<file path="config.mk">
export PLATFORM = sky130hd
export DESIGN_NAME = rob_commit_unit
export DESIGN_NICKNAME = d
export VERILOG_FILES = /design/src/rtl/rob_commit_unit.sv
export SDC_FILE = /design/constraint.sdc
export NUM_CORES = 1
export LEC_CHECK = 0
export BUFFER_PORTS_ARGS = -buffer_cell sky130_fd_sc_hd__buf_2
export CORE_MARGIN = 1
export CORE_UTILIZATION = 30
export CTS_CLUSTER_SIZE = 20
export DETAILED_ROUTE_END_ITERATION = 12
export GPL_TIMING_DRIVEN = 0
export PLACE_DENSITY = 0.48
export REMOVE_ABC_BUFFERS = 1
export SETUP_SLACK_MARGIN = 0.15
export SYNTH_ARGS = -nofsm -noshare
export SYNTH_HDL_FRONTEND = slang
export SYNTH_SLANG_ARGS = --single-unit
</file>
<file path="constraint.sdc">
create_clock -name clk -period 6.75 [get_ports clk]
set_input_delay 0.675 -clock clk [delete_from_list [all_inputs] [get_ports clk]]
set_output_delay 0.675 -clock clk [all_outputs]
set_load 0.05 [all_outputs]
</file>
<file path="src/rtl/rob_commit_unit.sv">
// Reorder buffer for the Tomasulo core: allocates rename tags, captures CDB results,
// answers operand-readiness queries and retires entries in program order to the regfile.
module rob_commit_unit #(
  parameter int ROB_SIZE = 16,
  parameter int TAG_W    = 4,
  parameter int REG_W    = 5,
  parameter int DATA_W   = 32
) (
  input  logic              clk,
  input  logic              rst,
  input  logic              ena,
  input  logic              in_issue_valid,
  input  logic [REG_W-1:0]  in_issue_rd,
  output logic [TAG_W-1:0]  out_issue_tag,
  output logic              out_full,
  input  logic              in_cdb_valid,
  input  logic [TAG_W-1:0]  in_cdb_tag,
  input  logic [DATA_W-1:0] in_cdb_value,
  input  logic [TAG_W-1:0]  in_query_tag1,
  input  logic [TAG_W-1:0]  in_query_tag2,
  output logic              out_query_ready1,
  output logic              out_query_ready2,
  output logic [DATA_W-1:0] out_query_value1,
  output logic [DATA_W-1:0] out_query_value2,
  input  logic              in_flush,
  output logic              out_commit_valid,
  output logic [REG_W-1:0]  out_commit_reg_index,
  output logic [TAG_W-1:0]  out_commit_tag,
  output logic [DATA_W-1:0] out_commit_value
);

  localparam logic [TAG_W-1:0] FIRST_TAG = TAG_W'(1);
  localparam logic [TAG_W-1:0] LAST_TAG  = TAG_W'(ROB_SIZE - 1);

  logic [ROB_SIZE-1:0] busy_q;
  logic [ROB_SIZE-1:0] ready_q;
  logic [REG_W-1:0]    rd_q    [ROB_SIZE];
  logic [DATA_W-1:0]   value_q [ROB_SIZE];
  logic [TAG_W-1:0]    head_q;
  logic [TAG_W-1:0]    tail_q;
  logic [TAG_W-1:0]    count_q;

  logic issue_fire;
  logic cdb_accept;
  logic commit_fire;

  // Tag 0 means "no tag", so the pointer sequence skips it on wrap.
  function automatic logic [TAG_W-1:0] next_tag(input logic [TAG_W-1:0] t);
    return (t == LAST_TAG) ? FIRST_TAG : t + TAG_W'(1);
  endfunction

  assign out_issue_tag = tail_q;
  assign out_full      = (count_q == LAST_TAG);

  // Full is judged on the pre-edge count, so a same-cycle retire does not admit an issue.
  assign issue_fire  = in_issue_valid && !out_full;
  assign cdb_accept  = in_cdb_valid && (in_cdb_tag != '0) &&
                       busy_q[in_cdb_tag] && !ready_q[in_cdb_tag];
  assign commit_fire = busy_q[head_q] && ready_q[head_q];

  logic [TAG_W-1:0]  q_tag   [2];
  logic              q_ready [2];
  logic [DATA_W-1:0] q_value [2];

  assign q_tag[0] = in_query_tag1;
  assign q_tag[1] = in_query_tag2;

  // NOTE: every always_comb output gets a default first so no path can infer a latch.
  always_comb begin
    for (int p = 0; p < 2; p++) begin
      q_ready[p] = 1'b0;
      q_value[p] = '0;
      if (q_tag[p] == '0) begin
        q_ready[p] = 1'b1;
      end else if (ready_q[q_tag[p]]) begin
        q_ready[p] = 1'b1;
        q_value[p] = value_q[q_tag[p]];
      end else if (in_cdb_valid && (in_cdb_tag == q_tag[p])) begin
        q_ready[p] = 1'b1;
        q_value[p] = in_cdb_value;
      end
    end
  end

  assign out_query_ready1 = q_ready[0];
  assign out_query_ready2 = q_ready[1];
  assign out_query_value1 = q_value[0];
  assign out_query_value2 = q_value[1];

  // NOTE: all sequential state uses non-blocking assignments so every read sees pre-edge values.
  always_ff @(posedge clk or negedge rst) begin
    if (!rst) begin
      head_q               <= FIRST_TAG;
      tail_q               <= FIRST_TAG;
      count_q              <= '0;
      busy_q               <= '0;
      ready_q              <= '0;
      out_commit_valid     <= 1'b0;
      out_commit_reg_index <= '0;
      out_commit_tag       <= '0;
      out_commit_value     <= '0;
    end else if (ena) begin
      if (in_flush) begin
        head_q               <= FIRST_TAG;
        tail_q               <= FIRST_TAG;
        count_q              <= '0;
        busy_q               <= '0;
        ready_q              <= '0;
        out_commit_valid     <= 1'b0;
        out_commit_reg_index <= '0;
        out_commit_tag       <= '0;
        out_commit_value     <= '0;
      end else begin
        out_commit_valid     <= 1'b0;
        out_commit_reg_index <= '0;
        out_commit_tag       <= '0;
        out_commit_value     <= '0;

        // Issue, CDB and commit always touch distinct entries: tail is never busy
        // when issue fires, and a ready head ignores the CDB.
        if (issue_fire) begin
          busy_q[tail_q]  <= 1'b1;
          ready_q[tail_q] <= 1'b0;
          tail_q          <= next_tag(tail_q);
        end

        if (cdb_accept) begin
          ready_q[in_cdb_tag] <= 1'b1;
        end

        if (commit_fire) begin
          busy_q[head_q]       <= 1'b0;
          ready_q[head_q]      <= 1'b0;
          head_q               <= next_tag(head_q);
          out_commit_valid     <= 1'b1;
          out_commit_reg_index <= rd_q[head_q];
          out_commit_tag       <= head_q;
          out_commit_value     <= value_q[head_q];
        end

        case ({issue_fire, commit_fire})
          2'b10:   count_q <= count_q + TAG_W'(1);
          2'b01:   count_q <= count_q - TAG_W'(1);
          default: count_q <= count_q;
        endcase
      end
    end
  end

  // NOTE: the payload arrays are not reset; busy/ready gate every use of them.
  always_ff @(posedge clk) begin
    if (ena && !in_flush) begin
      if (issue_fire) begin
        rd_q[tail_q] <= in_issue_rd;
      end
      if (cdb_accept) begin
        value_q[in_cdb_tag] <= in_cdb_value;
      end
    end
  end

endmodule

</file>
# Yosys cells after proc, flatten, opt, wreduce, memory -nomap -nowiden

Memory sizes are Yosys's and may differ from the RTL's.
Cells that the tools add are included.

Bits in registers: 86
RAM bits: 592
Input bits: 55
Output and inout port bits: 113
Logic and storage cells: 125
Memories kept: 2

Add/sub/neg operators: 4
Magnitude comparators: 8
Equal/unequal tests: 7
Muxes and demuxes: 65
Bitwise gates (word level): 7
Reduce and logical (&&, ||, !) cells: 23

Memories:

| memory  | depth | bits a word | rd ports | clocked after Yosys merged registers in | wr ports | line | RTL |
|---|---|---|---|---|---|---|---|
| value_q | 16    | 32          | 3        | 0                                       | 1        | 38   | `logic [DATA_W-1:0] value_q [ROB_SIZE];` |
| rd_q    | 16    | 5           | 1        | 0                                       | 1        | 37   | `logic [REG_W-1:0] rd_q [ROB_SIZE];` |

Operators by type and width:

| kind                                                              | number |
|---|---|
| 2-to-1 mux 32 bit                                                 | 8 |
| 2-to-1 mux 16 bit                                                 | 13 |
| bitwise AND 16 bit                                                | 3 |
| 2-to-1 mux 4 bit                                                  | 9 |
| NOT 16 bit                                                        | 2 |
| bitwise OR 16 bit                                                 | 2 |
| < comparator 4 x 5 -> 1 bit, second input constant                | 5 |
| binary-select mux 1 bit (select 4 bit)                            | 6 |
| 2-to-1 mux 1 bit                                                  | 23 |
| adder 4 x 1 -> 4 bit, second input constant                       | 3 |
| demux 1 bit (select 4 bit)                                        | 3 |
| == test 4 bit, second input constant                              | 3 |
| greater-or-equal comparator 4 x 1 -> 1 bit, second input constant | 3 |
| logical AND 1 bit                                                 | 11 |
| 2-to-1 mux 5 bit                                                  | 2 |
| == test 4 bit                                                     | 2 |
| logical NOT 4 bit                                                 | 2 |
| one-hot mux 4 bit (2 select lines)                                | 1 |
| AND reduction 2 bit                                               | 3 |
| nonzero test 2 bit                                                | 2 |
| nonzero test 4 bit                                                | 1 |
| subtractor 4 x 1 -> 4 bit, second input constant                  | 1 |
| logical NOT 1 bit                                                 | 3 |
| nonzero test 3 bit                                                | 1 |
| 2 further kinds                                                   | 2 |

# Depth between registers and ports, before layout

Gate-level depths: netlist (run 1).

Depth in word-level cells: 16
Gate-level depth with buffers: 14
Gate-level depth less buffers: 12

# Worst setup path after synthesis (run 1)

No wires, ideal clock.

Kind: input-to-reg
Start: input in_cdb_tag[1]
End: memory value_q[14][0], enable pin
Library setup time: 0.502 ns
Arrival: 5.181 ns
Required time: 6.248 ns
Setup slack: 1.067 ns
Stages on the path: 9
Buffers on the path: 3
Cells stage by stage: buf_2 > buf_1 > nor3b_1 > a31oi_1 > a211oi_1 > o21ai_0 > a21bo_2 > clkbuf_1 > nor4_1

Word-level cells in the longest chain between the ends: 7
Elaborated cells on any way between the ends: 12
Those cells by class: mux: 7; reduce/logical: 5

RTL lines:

| element                                                                      | line   | RTL |
|---|---|---|
| from (decl)                                                                  | 17     | `input logic [TAG_W-1:0] in_cdb_tag,` |
| binary-select mux 1 bit (select 4 bit) or nonzero test 4 bit (tied branches) | 58, 57 |  |
| 2-to-1 mux 1 bit (not written as such) or logical AND 1 bit (tied branches)  | 58, 57 |  |
| logical AND 1 bit or logical NOT 1 bit (tied branches)                       | 57, 58 |  |
| logical AND 1 bit                                                            | 58     | `busy_q[in_cdb_tag] && !ready_q[in_cdb_tag];` |
| 2-to-1 mux 1 bit                                                             | 156    | `if (cdb_accept) begin` |
| 2-to-1 mux 1 bit                                                             | 152    | `if (ena && !in_flush) begin` |
| 2-to-1 mux 1 bit (not written as such)                                       | 157    | `value_q[in_cdb_tag] <= in_cdb_value;` |
| to (decl)                                                                    | 38     |  |

Parallel ways exist; a longest one is shown, timed or not. The select of a mux whose other input is x is not followed.

# Final worst setup path (run 1)

Start: input in_query_tag2[1]
End: output out_query_value2[30]

Word-level cells in the longest chain between the ends: 5
Elaborated cells on any way between the ends: 9
Those cells by class: eq/ne: 1; mux: 5; reduce/logical: 2; memory: 1

RTL lines:

| element                                                   | line | RTL |
|---|---|---|
| from (decl)                                               | 20   | `input logic [TAG_W-1:0] in_query_tag2,` |
| branches (longest 4 deep; another with 2-to-1 mux 32 bit) | -    |  |
| 2-to-1 mux 32 bit (*)                                     | 73   | `if (q_tag[p] == '0) begin` |
| to (decl)                                                 | 24   | `output logic [DATA_W-1:0] out_query_value2,` |

Every way passes the cells marked *. The select of a mux whose other input is x is not followed.

==> reports/results.ini, run 1 <==
[worst_setup_path]
worstRegToRegCells = 13
r2r_slack_ps = 2870
crit_path_start_kind = input pin
worstReg2RegStart = head_q[1]
endpoint_kind = output port
path_cells = buf_8, mux4_2, mux2_2, o21ai_4, buf_16, buf_12, nand3_1, a21oi_1, buf_2
cpMaxStageDelayCell = mux4_2
r2r-end = count_q[2]
max_stage_delay_ps = 600
cp_data_required_time_ps = 6070
crit_start = in_query_tag2[1]
path_class = input pin to output port
worstPathArrival_ps = 4050
cp-endpoint = out_query_value2[30]
path_max_fanout = 67

[place]
place.gp.congestion = 0.831
port_buffers = 167
dp_hpwl_mm = 79.5
pre_cts_slack_ps = 2010

[logic_synthesis]
yosysTopAreaCellShare = 0.497
ys_async_sr_fraction = 0.127
synthCells = 1972
synth_seq_cells = 678
synth_area_per_cell_um2 = 18.1
seq_area_frac_synth = 0.557
synth-main-ff-cell = edfxtp_1
ys_warn_count = 0
synth_edf_count = 592
synth_cell_type_count = 64
synth_area_um2 = 35800
post-synth-top-area-cell = edfxtp_1
synthTopCellsByArea = edfxtp_1, mux4_2, dfrtp_1

[routing]
ant_nets = 0
vias_per_cell = 5.92
vias = 22500
wl_met1_mm = 51.4
dr.pass1.iters = 5
wl_met2_mm = 57.9
dr_wl_met3_mm = 10.1
routed_wl_mm = 123
top_layer = met5
drc_errors = 0
wl_per_cell_um = 32.3
drt_iter0_drc = 2568

[die]
io_pins = 168
rows = 126
coreArea_um2 = 118000
die_w_um = 347
die_y_um = 347
start_util = 0.303
die_area_um2 = 121000

[sta]
relSlewSlack = 0.145
rsz0062_at_grt = false
postLayoutSetupSlackWorst_ps = 2030
min_period_ps = 4720
drv_slew = 0
fmax_mhz = 212
setup_viol = 0
hold_violations = 0
fin_skew_ps = 52.4
timing.hold.ws_ps = 420
finalCritPeriodShare = 0.700
finalSetupTns_ps = 0
worst_slew_pin_slew_ps = 1270

[power_and_ir_drop]
power_density_nw_per_um2 = 251
p_leak_uw = 0.0140
peakVddDrop_mv = 0.202

[global_routing]
grt_pass1_wl_mm = 175
grt_pass1_vias = 23500
antenna_found_initial = 10
grt_max_degree = 69
grt_overflow = 0
track_usage = 0.202

[cts]
worstSkewPairLatency_ps = 650
root_buffer = clkbuf_16
htree_levels = 3
clock_sinks = 678
cts_buffers = 79
cts_tree = built
max-clock-path-buffers = 3
cts.clk_slew.worst_paths_ps = 60

[cells_and_area]
fill_cells = 10900
layout-drive-gt1-share = 0.431
register_area_um2 = 19900
multiInputGateArea_um2 = 15300
syn2layout_area_growth_pct = 19.0
nets = 2267

[worst_hold_path]
whs_path_depth = 1
hp-class = input pin to register

[outcome]
status = completed

[job]
drv_cap = 0

[routing by layer]
layer / GRT usage / vias to the layer above
met5: 0 / -
met4: 0.0599 / 10
met3: 0.0393 / 189
met2: 0.320 / 1118
met1: 0.282 / 12300
li1: - / 8973
[flip-flops by register name, summed over array words and instances, names as in the netlist, 5 cells and up]
| register | count |
|---|---|
| ready_q | 16 |
| out_commit_reg_index | 5 |
| out_commit_value | 32 |
| value_q | 512 |
| busy_q | 16 |
| rd_q | 80 |
[critical path, delay by kind of cell]
| kind | cells | cell delay [ps] |
|---|---|---|
| buf+inv | 4 | 1250 |
| mux | 2 | 920 |
| compound gates | 2 | 920 |
| simple gates | 1 | 100 |
[Yosys cell counts (all sizes together), types with 5 or more instances]
cell type and n:
o31ai 10, o21ai 44, edfxtp 592, nor2 27
xor2 6, nor4 10, a32o 37, nand3 74
clkbuf 90, nand2 134, a21oi 84, nand2b 5
and2 9, inv 25, nor2b 5, buf 94
and3 6, nor3 13, ha 10, o41ai 10
mux4 518, a31oi 11, or3 5, dfrtp 84
[final cells by class]
cell class,count,share of cell area
sequential,678,0.469
multi-input combinational,1116,0.359
timing repair buffer,302,0.0644
clock buffer,103,0.0505
tap,1536,0.0452
clock inverter,45,0.0103
inverter,25,0.00238
antenna,2,0.000118
[how the worst min path moves through the flow]
stage	endpoint	startpoint	slack [ps]
final	value_q[13][29]	in_cdb_value[29]	420
after detailed placement	out_commit_tag[0]	out_commit_tag[0]	470
after CTS	value_q[10][29]	in_cdb_value[29]	380
after floorplan	busy_q[0]	rst	380
after global placement	out_commit_reg_index[4]	out_commit_reg_index[4]	480
after global routing	rd_q[14][4]	in_issue_rd[4]	410
[through the flow]
stage	power (uW)	cell area, um^2	util	cells
after floorplan	5850	35100	-	1819
after global placement	6610	37900	0.321	3522
after detailed placement	6460	40000	0.338	3656
after CTS	10800	42600	0.360	3805
after global routing	11000	42600	0.360	3805
final	10700	42600	0.360	3807
[cell usage in the layout, fill, tap and decap left out, drive strengths merged, types with 11 or more instances in the layout]
cell,Yosys,layout
clkbuf,90,103
mux4,518,518
buf,94,301
dfrtp,84,84
nor3,13,13
a31oi,11,11
a32o,37,37
inv,25,27
o21ai,44,44
nand2,134,134
edfxtp,592,592
clkinv,0,35
a21oi,84,84
nand3,74,74
conb,1,32
nor2,27,27
[where the power goes]
part | internal, uW | switching [uW] | leakage [uW] | total (uW)
sequential | 4610 | 81.9 | 0.00653 | 4690
combinational | 750 | 927 | 0.00625 | 1680
clock | 2520 | 1800 | 0.00127 | 4320
total | 7880 | 2810 | 0.0140 | 10700
[kinds of logic after synthesis]
| logic type | after synthesis | share of synthesized area |
|---|---|---|
| mux | 523 | 0.328 |
| xor+xnor | 9 | 0.00220 |
| buf+inv | 209 | 0.0242 |
| fa+ha+maj | 10 | 0.00350 |
| flops | 678 | 0.557 |
| other cells | 1 | 0.000105 |
| compound gates | 243 | 0.0468 |
| simple gates | 299 | 0.0386 |
[repair_timing]
action                     CTS  global route
setup buffers                0             0
hold buffers                 1             0
gates resized for setup      0             0
hold endpoints to repair    31             0
setup endpoints to repair    0             0
No activity file was read; power rests on OpenSTA's default activity.
==> run 2, diff against run 1 <==
PLACE_DENSITY = 0.49   (was 0.48)
clock period = 4.19 ns   (was 6.75 ns; I/O delays follow)
==> run 2 against run 1 <==
Effect of this change:
- sequential share of layout area is 0.20 points lower
- clock power is 54% higher
- combinational power is 64% higher
- non-clock buffer count is 12 higher
- via count is 0.75% higher
- flip-flop and latch count unchanged
- worst hold slack got worse by 240 ps
- clock skew down 23 ps
- die area did not move
- first-iteration DRC count rose by 8.5%
- worst setup slack worse by 1800 ps
- critical path type unchanged
- largest cell class unchanged
==> reports/results.ini, run 2 (synthesized netlist as in run 1, its figures left out) <==
[worst_hold_path]
hp-class = input pin to register

[worst_setup_path]
path_delay_family = buffers and inverters
cpMaxStageDelayCell = a21oi_1
crit_path_start_kind = input pin
path_max_fanout = 31
worstPathArrival_ps = 3540
endpoint_kind = output port
cp_data_required_time_ps = 3770
max_stage_delay_ps = 440
crit_path_frequent_cell = buf_16
path_cells = buf_8, buf_16, buf_16, mux4_2, mux2_2, o21ai_4, buf_12, buf_16, nand3_1, a21oi_1, buf_2
worst-path-buf-inv = 6
path_class = input pin to output port

[cells_and_area]
fill_cells = 10900
layout-drive-gt1-share = 0.436
layout_common_cells = edfxtp_1, mux4_2, buf_2, nand2_1, dfrtp_1
final_common_cell = edfxtp_1
layoutNonFillerInstCount = 3816
syn2layout_area_growth_pct = 19.5
regMostFlops = value_q
top_regs = value_q (512), rd_q (80), out_commit_value (32)
final_util = 0.362
nets = 2278
largest_register_ffs = 512

[power_and_ir_drop]
power_density_nw_per_um2 = 396
p_leak_uw = 0.0141
peakVddDrop_mv = 0.279

[routing]
ant_nets = 0
wl_per_cell_um = 32.7
vias = 22700
routed_wl_mm = 125
drc_errors = 0
drt_iter0_drc = 2786
dr.pass1.iters = 5
vias_per_cell = 5.95

[place]
place.gp.congestion = 0.810
port_buffers = 167
dp_hpwl_mm = 80.5
dpl.cell_count = 3658
pre_cts_slack_ps = -419

[global_routing]
grt_pass1_wl_mm = 176
grt_overflow = 0
track_usage = 0.204
antenna_found_initial = 9
grt_pass1_vias = 23500
grt_max_degree = 78

[die]
io_pins = 168
die_y_um = 347
start_util = 0.303
rows = 126
coreArea_um2 = 118000
die_w_um = 347
die_area_um2 = 121000

[sta]
drv_slew = 0
fmax_mhz = 252
postLayoutSetupSlackWorst_ps = 227
min_period_ps = 3960
rsz0062_at_grt = true
relSlewSlack = 0.136
worst_slew_pin_slew_ps = 1280
finalCritPeriodShare = 0.946
timing.hold.ws_ps = 177
setup_viol = 0
fin_skew_ps = 29.2
hold_violations = 0

[cts]
max-clock-path-buffers = 3
cts_tree = built
clock_sinks = 678
htree_levels = 3
cts_buffers = 77
cts.clk_slew.worst_paths_ps = 70
worstSkewPairLatency_ps = 650
root_buffer = clkbuf_16

[job]
drv_cap = 0

[outcome]
status = completed

-- run 2: changes by cell type in the layout (fill, tap and decap cells not counted), moves of 4 or more --
| cell | change |
|---|---|
| clkinv_1 | -9 |
| clkbuf_8 | +9 |
| bufinv_16 | -5 |
| a21oi_2 | +4 |
| buf_6 | -8 |
| buf_12 | +5 |
| buf_8 | +6 |
| clkbuf_1 | +4 |
| a21oi_1 | -4 |
-- run 2: worst paths after layout --
check / startpoint / endpoint / slack [ps] / cells after the start
hold / removal: in_cdb_value[3] / value_q[2][3] / 180 / 1
hold reg to reg: out_commit_tag[2] / out_commit_tag[2] / 490 / 1
setup / recovery: in_query_tag2[0] / out_query_value2[3] / 230 / 11
setup reg to reg: head_q[1] / count_q[2] / 400 / 13
max in group asynchronous: rst / out_commit_value[3] / 3140 / 3
min in group asynchronous: rst / out_commit_value[18] / 240 / 2
-- run 2: metal layers --
| layer | vias to the layer above | GRT usage | wire (um) |
|---|---|---|---|
| met5 | - | 0 | 52 |
| li1 | 9003 | - | - |
| met1 | 12300 | 0.275 | 50300 |
| met3 | 208 | 0.0549 | 12100 |
| met4 | 8 | 0.0603 | 3400 |
| met2 | 1225 | 0.322 | 58800 |
-- run 2: through the flow --
| stage | area [um^2] | total power (uW) | setup TNS, ps |
|---|---|---|---|
| 6_report | 42700 | 16900 | 0 |
| 5_1_grt | 42700 | 17500 | 0 |
| 4_1_cts | 42700 | 17100 | 0 |
| 3_5_place_dp | 40000 | 10400 | -5720 |
| 3_3_place_gp | 37900 | 10600 | -4238810 |
| 2_1_floorplan | 35100 | 9420 | -248380 |
-- run 2: cell type report --
type / instances / area, um^2 / share of cell area
diodes: 5 / 12.5 / 0.000293
clock buffers: 113 / 2210 / 0.0518
clock inverters: 28 / 223 / 0.00521
inverters: 25 / 101 / 0.00237
multi-input cells: 1117 / 15300 / 0.358
flip-flops and latches: 678 / 19900 / 0.467
well taps: 1536 / 1920 / 0.0450
repair buffers: 314 / 3030 / 0.0709
-- run 2: timing repair --
action	4_1_cts	5_1_grt
resized for setup	3	4
pin swaps	2	0
gates cloned	2	3
setup endpoints to repair	36	7
hold buffers	1	0
buffers inserted	6	0
hold endpoints to repair	17	0
-- run 2: where the power goes --
part | leakage, uW | internal (uW) | switching, uW
sequential | 0.00653 | 7420 | 133
combinational | 0.00640 | 1240 | 1520
clock | 0.00120 | 3800 | 2840
total | 0.0141 | 12500 | 4490
-- run 2: worst register-to-register path, delay by kind of cell, from the launching register on --
family	cells	cell delay, ps
AO/OA/AOI/OAI	6	1310
XOR/XNOR	1	110
adder cells (fa/ha/maj)	1	200
buffers and inverters	2	510
flip-flops	1	780
multiplexers	1	540
AND/OR/NAND/NOR	2	240
